[src/rtl/hazard_ctrl.sv]
// hazard_ctrl: hazard detection and pipeline control for the 5-stage core.
// It sits on the consumer side of the ID/EX boundary and drives stall,
// flush and forwarding selects. A small FSM freezes the pipe while a
// multi-cycle MDU operation runs. A watchdog traps to ERROR if the MDU
// never answers.
// Optional feature: define HAZARD_PERF_EN to add three saturating
// performance counters (perf_lu_stalls, perf_mdu_stalls, perf_flushes).
module hazard_ctrl #(
  parameter int REG_ADDR_W  = 5,
  parameter int MDU_TIMEOUT = 64,
  parameter int PERF_W      = 32
) (
  input  logic                  clk,
  input  logic                  reset_n,
  input  logic [REG_ADDR_W-1:0] id_rs1,
  input  logic [REG_ADDR_W-1:0] id_rs2,
  input  logic                  id_use_rs1,
  input  logic                  id_use_rs2,
  input  logic [REG_ADDR_W-1:0] ex_rs1,
  input  logic [REG_ADDR_W-1:0] ex_rs2,
  input  logic [REG_ADDR_W-1:0] ex_rd,
  input  logic                  ex_reg_write,
  input  logic                  ex_mem_read,
  input  logic                  ex_redirect,
  input  logic                  ex_mdu_start,
  input  logic                  mdu_done,
  input  logic [REG_ADDR_W-1:0] mem_rd,
  input  logic [REG_ADDR_W-1:0] wb_rd,
  input  logic                  mem_reg_write,
  input  logic                  wb_reg_write,
  output logic                  stall_f,
  output logic                  stall_d,
  output logic                  stall_e,
  output logic                  flush_d,
  output logic                  flush_e,
  output logic                  flush_m,
  output logic [1:0]            fwd_a,
  output logic [1:0]            fwd_b,
  output logic                  mdu_timeout
`ifdef HAZARD_PERF_EN
  ,
  output logic [PERF_W-1:0]     perf_lu_stalls,
  output logic [PERF_W-1:0]     perf_mdu_stalls,
  output logic [PERF_W-1:0]     perf_flushes
`endif
);

  // The wait counter is at least 7 bits wide, and wider if the timeout needs it.
  localparam int CNT_W = ($clog2(MDU_TIMEOUT) > 7) ? $clog2(MDU_TIMEOUT) : 7;
  localparam logic [CNT_W-1:0] CNT_LAST = CNT_W'(MDU_TIMEOUT - 1);

  localparam logic [1:0] ST_RUN      = 2'd0;
  localparam logic [1:0] ST_MDU_WAIT = 2'd1;
  localparam logic [1:0] ST_ERROR    = 2'd2;

  localparam logic [1:0] FWD_RF  = 2'b00;
  localparam logic [1:0] FWD_WB  = 2'b01;
  localparam logic [1:0] FWD_MEM = 2'b10;

  localparam logic [REG_ADDR_W-1:0] X0 = '0;

  logic [1:0]       state_q, state_d;
  logic [CNT_W-1:0] cnt_q, cnt_d;
  logic             lu;
  logic             lu_stall;     // RUN-state load-use bubble this cycle
  logic             redir_flush;  // RUN-state redirect flush this cycle

  // Select the operand source. MEM is newer than WB, so it wins. x0 never forwards.
  function automatic logic [1:0] fwd_sel(input logic [REG_ADDR_W-1:0] src);
    if (mem_reg_write && (mem_rd != X0) && (mem_rd == src)) return FWD_MEM;
    else if (wb_reg_write && (wb_rd != X0) && (wb_rd == src)) return FWD_WB;
    else return FWD_RF;
  endfunction

  // Load-use hazard: the decode instruction needs a register that the EX load has not produced yet.
  assign lu = ex_mem_read && (ex_rd != X0) &&
              ((id_use_rs1 && (id_rs1 == ex_rd)) || (id_use_rs2 && (id_rs2 == ex_rd)));

  // Forwarding muxes are combinational in every state and quiet during reset.
  always_comb begin
    fwd_a = FWD_RF;
    fwd_b = FWD_RF;
    if (reset_n) begin
      fwd_a = fwd_sel(ex_rs1);
      fwd_b = fwd_sel(ex_rs2);
    end
  end

  // Next-state and control-output decode for the RUN / MDU_WAIT / ERROR FSM.
  always_comb begin
    // NOTE: every output is given a default first so no path leaves one unassigned, which would infer a latch.
    stall_f     = 1'b0;
    stall_d     = 1'b0;
    stall_e     = 1'b0;
    flush_d     = 1'b0;
    flush_e     = 1'b0;
    flush_m     = 1'b0;
    mdu_timeout = 1'b0;
    lu_stall    = 1'b0;
    redir_flush = 1'b0;
    state_d     = state_q;
    cnt_d       = cnt_q;

    if (!reset_n) begin
      // Clear every pipeline register while the core is held in reset.
      flush_d = 1'b1;
      flush_e = 1'b1;
      flush_m = 1'b1;
      state_d = ST_RUN;
      cnt_d   = '0;
    end else begin
      case (state_q)
        ST_RUN: begin
          if (ex_redirect) begin
            // The wrong-path instructions in IF/ID and ID/EX are discarded.
            flush_d     = 1'b1;
            flush_e     = 1'b1;
            redir_flush = 1'b1;
          end else if (ex_mdu_start) begin
            if (!mdu_done) begin
              stall_f = 1'b1;
              stall_d = 1'b1;
              stall_e = 1'b1;
              flush_m = 1'b1;
              state_d = ST_MDU_WAIT;
              cnt_d   = '0;
            end
            // If the MDU finishes on its first cycle, nothing is held.
          end else if (lu) begin
            // The load leaves EX next cycle, so a single bubble clears the hazard.
            stall_f  = 1'b1;
            stall_d  = 1'b1;
            flush_e  = 1'b1;
            lu_stall = 1'b1;
          end
        end

        ST_MDU_WAIT: begin
          if (mdu_done) begin
            // Leave EX/MEM enabled so it captures the MDU result this cycle.
            state_d = ST_RUN;
          end else begin
            stall_f = 1'b1;
            stall_d = 1'b1;
            stall_e = 1'b1;
            flush_m = 1'b1;
            if (cnt_q == CNT_LAST) state_d = ST_ERROR;
            else                   cnt_d   = cnt_q + 1'b1;
          end
        end

        ST_ERROR: begin
          // The core stays frozen until reset. A late mdu_done is ignored.
          stall_f     = 1'b1;
          stall_d     = 1'b1;
          stall_e     = 1'b1;
          flush_m     = 1'b1;
          mdu_timeout = 1'b1;
        end

        default: begin
          state_d = ST_RUN;
          cnt_d   = '0;
        end
      endcase
    end
  end

  // State and watchdog registers, with synchronous reset.
  always_ff @(posedge clk) begin
    // NOTE: sequential state uses non-blocking assignments so every register samples pre-edge values.
    if (!reset_n) begin
      state_q <= ST_RUN;
      cnt_q   <= '0;
    end else begin
      state_q <= state_d;
      cnt_q   <= cnt_d;
    end
  end

`ifdef HAZARD_PERF_EN
  localparam logic [PERF_W-1:0] PERF_MAX = '1;

  // Saturating event counters for load-use bubbles, MDU freeze cycles and redirect flushes.
  always_ff @(posedge clk) begin
    if (!reset_n) begin
      perf_lu_stalls  <= '0;
      perf_mdu_stalls <= '0;
      perf_flushes    <= '0;
    end else begin
      if (lu_stall && (perf_lu_stalls != PERF_MAX))
        perf_lu_stalls <= perf_lu_stalls + 1'b1;
      if (stall_e && (perf_mdu_stalls != PERF_MAX))
        perf_mdu_stalls <= perf_mdu_stalls + 1'b1;
      if (redir_flush && (perf_flushes != PERF_MAX))
        perf_flushes <= perf_flushes + 1'b1;
    end
  end
`endif

  // ex_reg_write is part of the ID/EX bundle but plays no part in hazard decisions.
  logic unused_ok;
  assign unused_ok = ex_reg_write;

endmodule

[config.mk]
export PLATFORM = sky130hd
export DESIGN_NAME = hazard_ctrl
export DESIGN_NICKNAME = d
export VERILOG_FILES = /design/src/rtl/hazard_ctrl.sv
export SDC_FILE = /design/constraint.sdc
export NUM_CORES = 1
export LEC_CHECK = 0
export CAP_MARGIN = 25
export CELL_PAD_IN_SITES_DETAIL_PLACEMENT = 0
export CELL_PAD_IN_SITES_GLOBAL_PLACEMENT = 1
export CORE_ASPECT_RATIO = 1.2
export CORE_MARGIN = 2
export CORE_UTILIZATION = 26
export CTS_CLUSTER_SIZE = 14
export DETAILED_ROUTE_END_ITERATION = 7
export GPL_ROUTABILITY_DRIVEN = 0
export PLACE_DENSITY_LB_ADDON = 0.1
export SLEW_MARGIN = 5
export SYNTH_ARGS = -nofsm -noshare
export SYNTH_HDL_FRONTEND = slang
export SYNTH_SLANG_ARGS = --single-unit
export TNS_END_PERCENT = 10
[constraint.sdc]
create_clock -name clk -period 2.21 [get_ports clk]
set_clock_uncertainty 0.05 [all_clocks]
set_input_delay 0.442 -clock clk [delete_from_list [all_inputs] [get_ports clk]]
set_output_delay 0.442 -clock clk [all_outputs]
set_load 0.02 [all_outputs]
**Yosys cells after proc, flatten, opt, wreduce, memory -nomap -nowiden**

Cells that the tools add are included.

- Logic and storage cells: 74
- Output and inout port bits: 11
- Register bits after elaboration: 9

- Add/subtract/negate cells: 1
- Reduce and logical (&&, ||, !) cells: 17
- Muxes and demuxes: 38
- Bitwise logic cells: 1
- Equality and inequality tests: 15

Operator list:

| operator | number |
|---|---|
| 2-to-1 mux 7 bit | 5 |
| equality test 5 bit | 6 |
| case mux 7 bit (3 select lines) | 1 |
| 2-to-1 mux 1 bit | 20 |
| 2-to-1 mux 2 bit | 9 |
| nonzero test 5 bit | 3 |
| logical AND 1 bit | 10 |
| != test 2 bit (second input constant) | 5 |
| adder 7 x 1 -> 7 bit (second input constant) | 1 |
| equality test 7 x 6 -> 1 bit (second input constant) | 1 |
| case mux 1 bit (3 select lines) | 2 |
| case mux 2 bit (3 select lines) | 1 |
| AND reduction 6 bit | 1 |
| AND reduction 5 bit | 1 |
| != test 3 bit (second input constant) | 1 |
| equality test 2 x 1 -> 1 bit (second input constant) | 1 |
| equality test 2 bit (second input constant) | 1 |
| zero test 2 bit | 1 |
| logical OR 1 bit | 1 |
| NOT 1 bit | 1 |

**Logic depth before layout (Yosys ltp)**

- Word-level depth: 9
- Mapped depth: 6

**Least setup slack after synthesis**

No wires, ideal clock.

- Path type: in2out
- Start point: input port mem_rd[1]
- End point: output port fwd_b[0]
- Path buffers: 0
- Data required time: 1,718 ps
- Setup slack: -193 ps
- Stages on the path: 4
- Arrival: 1,911 ps
- Path through: or4_1 -> o21ai_1 -> nor4_1 -> nor4_1

- Longest elaborated chain between the ends: 5

Ends and longest elaborated chain:

| element | line | source |
|---|---|---|
| from (decl) | 27 | `input logic [REG_ADDR_W-1:0] mem_rd,` |
| nonzero test 5 bit | 70 | `if (mem_reg_write && (mem_rd != X0) && (mem_rd == src)) return FWD_MEM;` |
| logical AND 1 bit | 70 |  |
| logical AND 1 bit (*) | 70 |  |
| 2-to-1 mux 2 bit (*) | 70 |  |
| 2-to-1 mux 2 bit (*) | 83 | `if (reset_n) begin` |
| to (decl) | 38 | `output logic [1:0] fwd_b,` |

Every way passes the cells marked *; elsewhere a longest branch is shown, timed or not.

**Final worst setup path**

Same ends and word-level chain as after synthesis.

==> results_dict.tcl <==
set metrics [dict create \
    cp.arrival_ns 1.78 \
    synth-async-reset-ratio 0 \
    crit_fanout 2 \
    register_area_um2 180 \
    avgViaCountPerCell 4.76 \
    slowest_stage "or4_4" \
    multi_input_area_um2 853 \
    status "finished, violations left" \
    antenna_cells 0 \
    drc 0 \
    grt_pass1_vias 1320 \
    dpl_worst_slack_ns -0.889 \
    synth_edf_count 0 \
    hp-class "flip-flop to flip-flop" \
    fp-row-count 24 \
    peakVddDrop_mv 0.261 \
    finalHoldViolations 0 \
    nFillCells 353 \
    synth.most_common_cell "xor2_1" \
    first_pass_iters 4 \
    insertion_delay_ns 0.24 \
    placed_cell_area_mm2 0.00179 \
    ios 57 \
    layout_setup_ws_ns -0.0604 \
    period_minus_slack_ns 2.27 \
    synth_seq_cells 9 \
    syn_inst 128 \
    ant_nets 0 \
    htreeDepth 1 \
    routedWlPerCell_um 13.5 \
    whs_ns 0.379 \
    cts_buffer_depth 2 \
    ys_warn_count 0 \
    synth_top_area_frac 0.183 \
    max_cap_viol_count 0 \
    die_w_um 60.2 \
    cts.reportedPaths.clkPinSlew_ns 0.05 \
    finalPower_mw 0.610 \
    tightest_slew_ns 0.627 \
    slowest_delay_ns 0.54 \
    grt_overflow 0 \
    grt_setup_unrepaired "yes" \
    period_share 1.03 \
    netlist_top_cells_count "20 x xor2_1, 10 x xnor2_1, 9 x dfxtp_1" \
    placeableCoreArea_mm2 0.00363 \
    top_layer "met4" \
    crit_chain "buf_6 > or4_4 > o21ai_4 > nor4_4 > nor4_2 > buf_4" \
    die_area_mm2 0.00430 \
    postLayoutCellArea_mm2 0.00187 \
    cts_buffers 3 \
    route.met2.wl_mm 1.79 \
    fin_util 0.514 \
    track_usage 0.167 \
    p_per_area_mw_per_mm2 326 \
    drt-met1-wl_mm 1.47 \
    required_ns 1.72 \
    finalWirelength_mm 3.58 \
    slew_headroom 0.578 \
    grt_max_degree 10 \
    report.final.slew_viol_count 0 \
    cts_tree "done" \
    area_growth_pct 89.5 \
    hold_buffers 0 \
    drt_iter0_markers 28 \
    end_kind "primary output" \
    synth.avg_cell_area_um2 7.70 \
    synth_top_flop_cell "dfxtp_1" \
    start_kind "primary input" \
    finalSetupViolCount 2 \
    chipHeight_um 71.5 \
    grt_pass1_wl_mm 5.62 \
    initial_core_util 0.271 \
    fin_nets 261 \
    path_class "primary input to primary output" \
    synth_area_um2 986 \
    io_buffers 55 \
    synthTopCellsByArea "dfxtp_1 18%, xor2_1 18%, xnor2_1 8.9%, or4_1 5.3%, nor4_1 3.8%" \
    max_freq_mhz 440 \
    violations "setup timing" \
    clock_sinks 9 \
    layout-drive-gt1-share 0.315 \
    met3WireLength_um 254 \
    vias 1262 \
    p_leak_nw 0.790 \
    synth.largest_area_cell "dfxtp_1" \
    yosysSeqAreaShare 0.183 \
    syn_nets 175 \
    synth_cell_type_count 38 \
    dp_hpwl_mm 2.90 \
    antenna_found_initial 0 \
    cts-root-buf "clkbuf_8" \
]
## stage by stage
| step | TNS (ns) | cells |
|---|---|---|
| 3_5_place_dp | -6.70 | 260 |
| 3_3_place_gp | -6.44 | 260 |
| 5_1_grt | -0.395 | 265 |
| 6_report | -0.0885 | 265 |
| 4_1_cts | -0.136 | 265 |
| 2_1_floorplan | 0 | 128 |
## kinds of logic (layout without fill, tap and decap cells)
| logic type | count (synthesis) | in the layout | share of synthesized area |
|---|---|---|---|
| muxes | 2 | 2 | 0.0203 |
| DFF | 9 | 9 | 0.183 |
| buffers and inverters | 7 | 92 | 0.0393 |
| adders and majority gates | 1 | 1 | 0.0127 |
| AOI/OAI and AO/OA | 27 | 27 | 0.185 |
| and+or+nand+nor | 52 | 52 | 0.293 |
| xor gates and xnor gates | 30 | 30 | 0.266 |
## report_power, final
group	switching [mW]	internal [mW]
combinational	0.106	0.136
clock	0.0757	0.127
sequential	0.00166	0.164
## layout make-up
cell class,instances,area share
clock buffer,4,0.0241
sequential,9,0.0965
multi-input combinational,112,0.457
timing repair buffer,84,0.380
tap,52,0.0348
inverter,4,0.00804
## flip-flops by register name (all words and copies together) (netlist names)
name and flops:
state_q 2, cnt_q 7
## layout by cell type, fill, tap and decap left out, types with 3 or more instances in the layout
cell type	n
buf_6	8
clkdlybuf4s50_1	11
nand2b_1	3
clkbuf_8	3
buf_2	9
buf_4	31
nand2_1	8
inv_1	3
nor2_1	6
a21oi_1	6
dlygate4sd2_1	20
nand3_1	7
xnor2_1	10
nor3_1	3
o31ai_1	3
dfxtp_1	9
nor4_1	3
or4_4	3
or4_1	4
xor2_1	20
## what timing repair did
action | 4_1_cts | 5_1_grt
pin swaps | 15 | 9
endpoints found under the setup margin | 11 | 10
setup buffers | 1 | 0
hold endpoints to repair | 0 | 0
gates resized for setup | 126 | 12
## final timing paths
path | from | endpoint | slack (ns) | depth (start not counted)
setup / recovery | mem_rd[1] | fwd_b[0] | -0.06 | 6
hold / removal | cnt_q[6] | cnt_q[6] | 0.38 | 2
setup reg to reg | cnt_q[0] | cnt_q[4] | 0.45 | 5
hold reg to reg | cnt_q[6] | cnt_q[6] | 0.38 | 2
## routing by layer
layer  up-vias  track usage
li1        640            -
met1       576        0.191
met2        40        0.298
met3         6       0.0217
met4         0       0.0765
met5         -            0
## worst max-delay path, delay by kind of cell
kind	cells	cell delay, ns
buffers and inverters	2	0.27
AND/OR/NAND/NOR	3	0.88
AO/OA/AOI/OAI	1	0.19
Note: power is estimated with default switching activity, not from simulation.
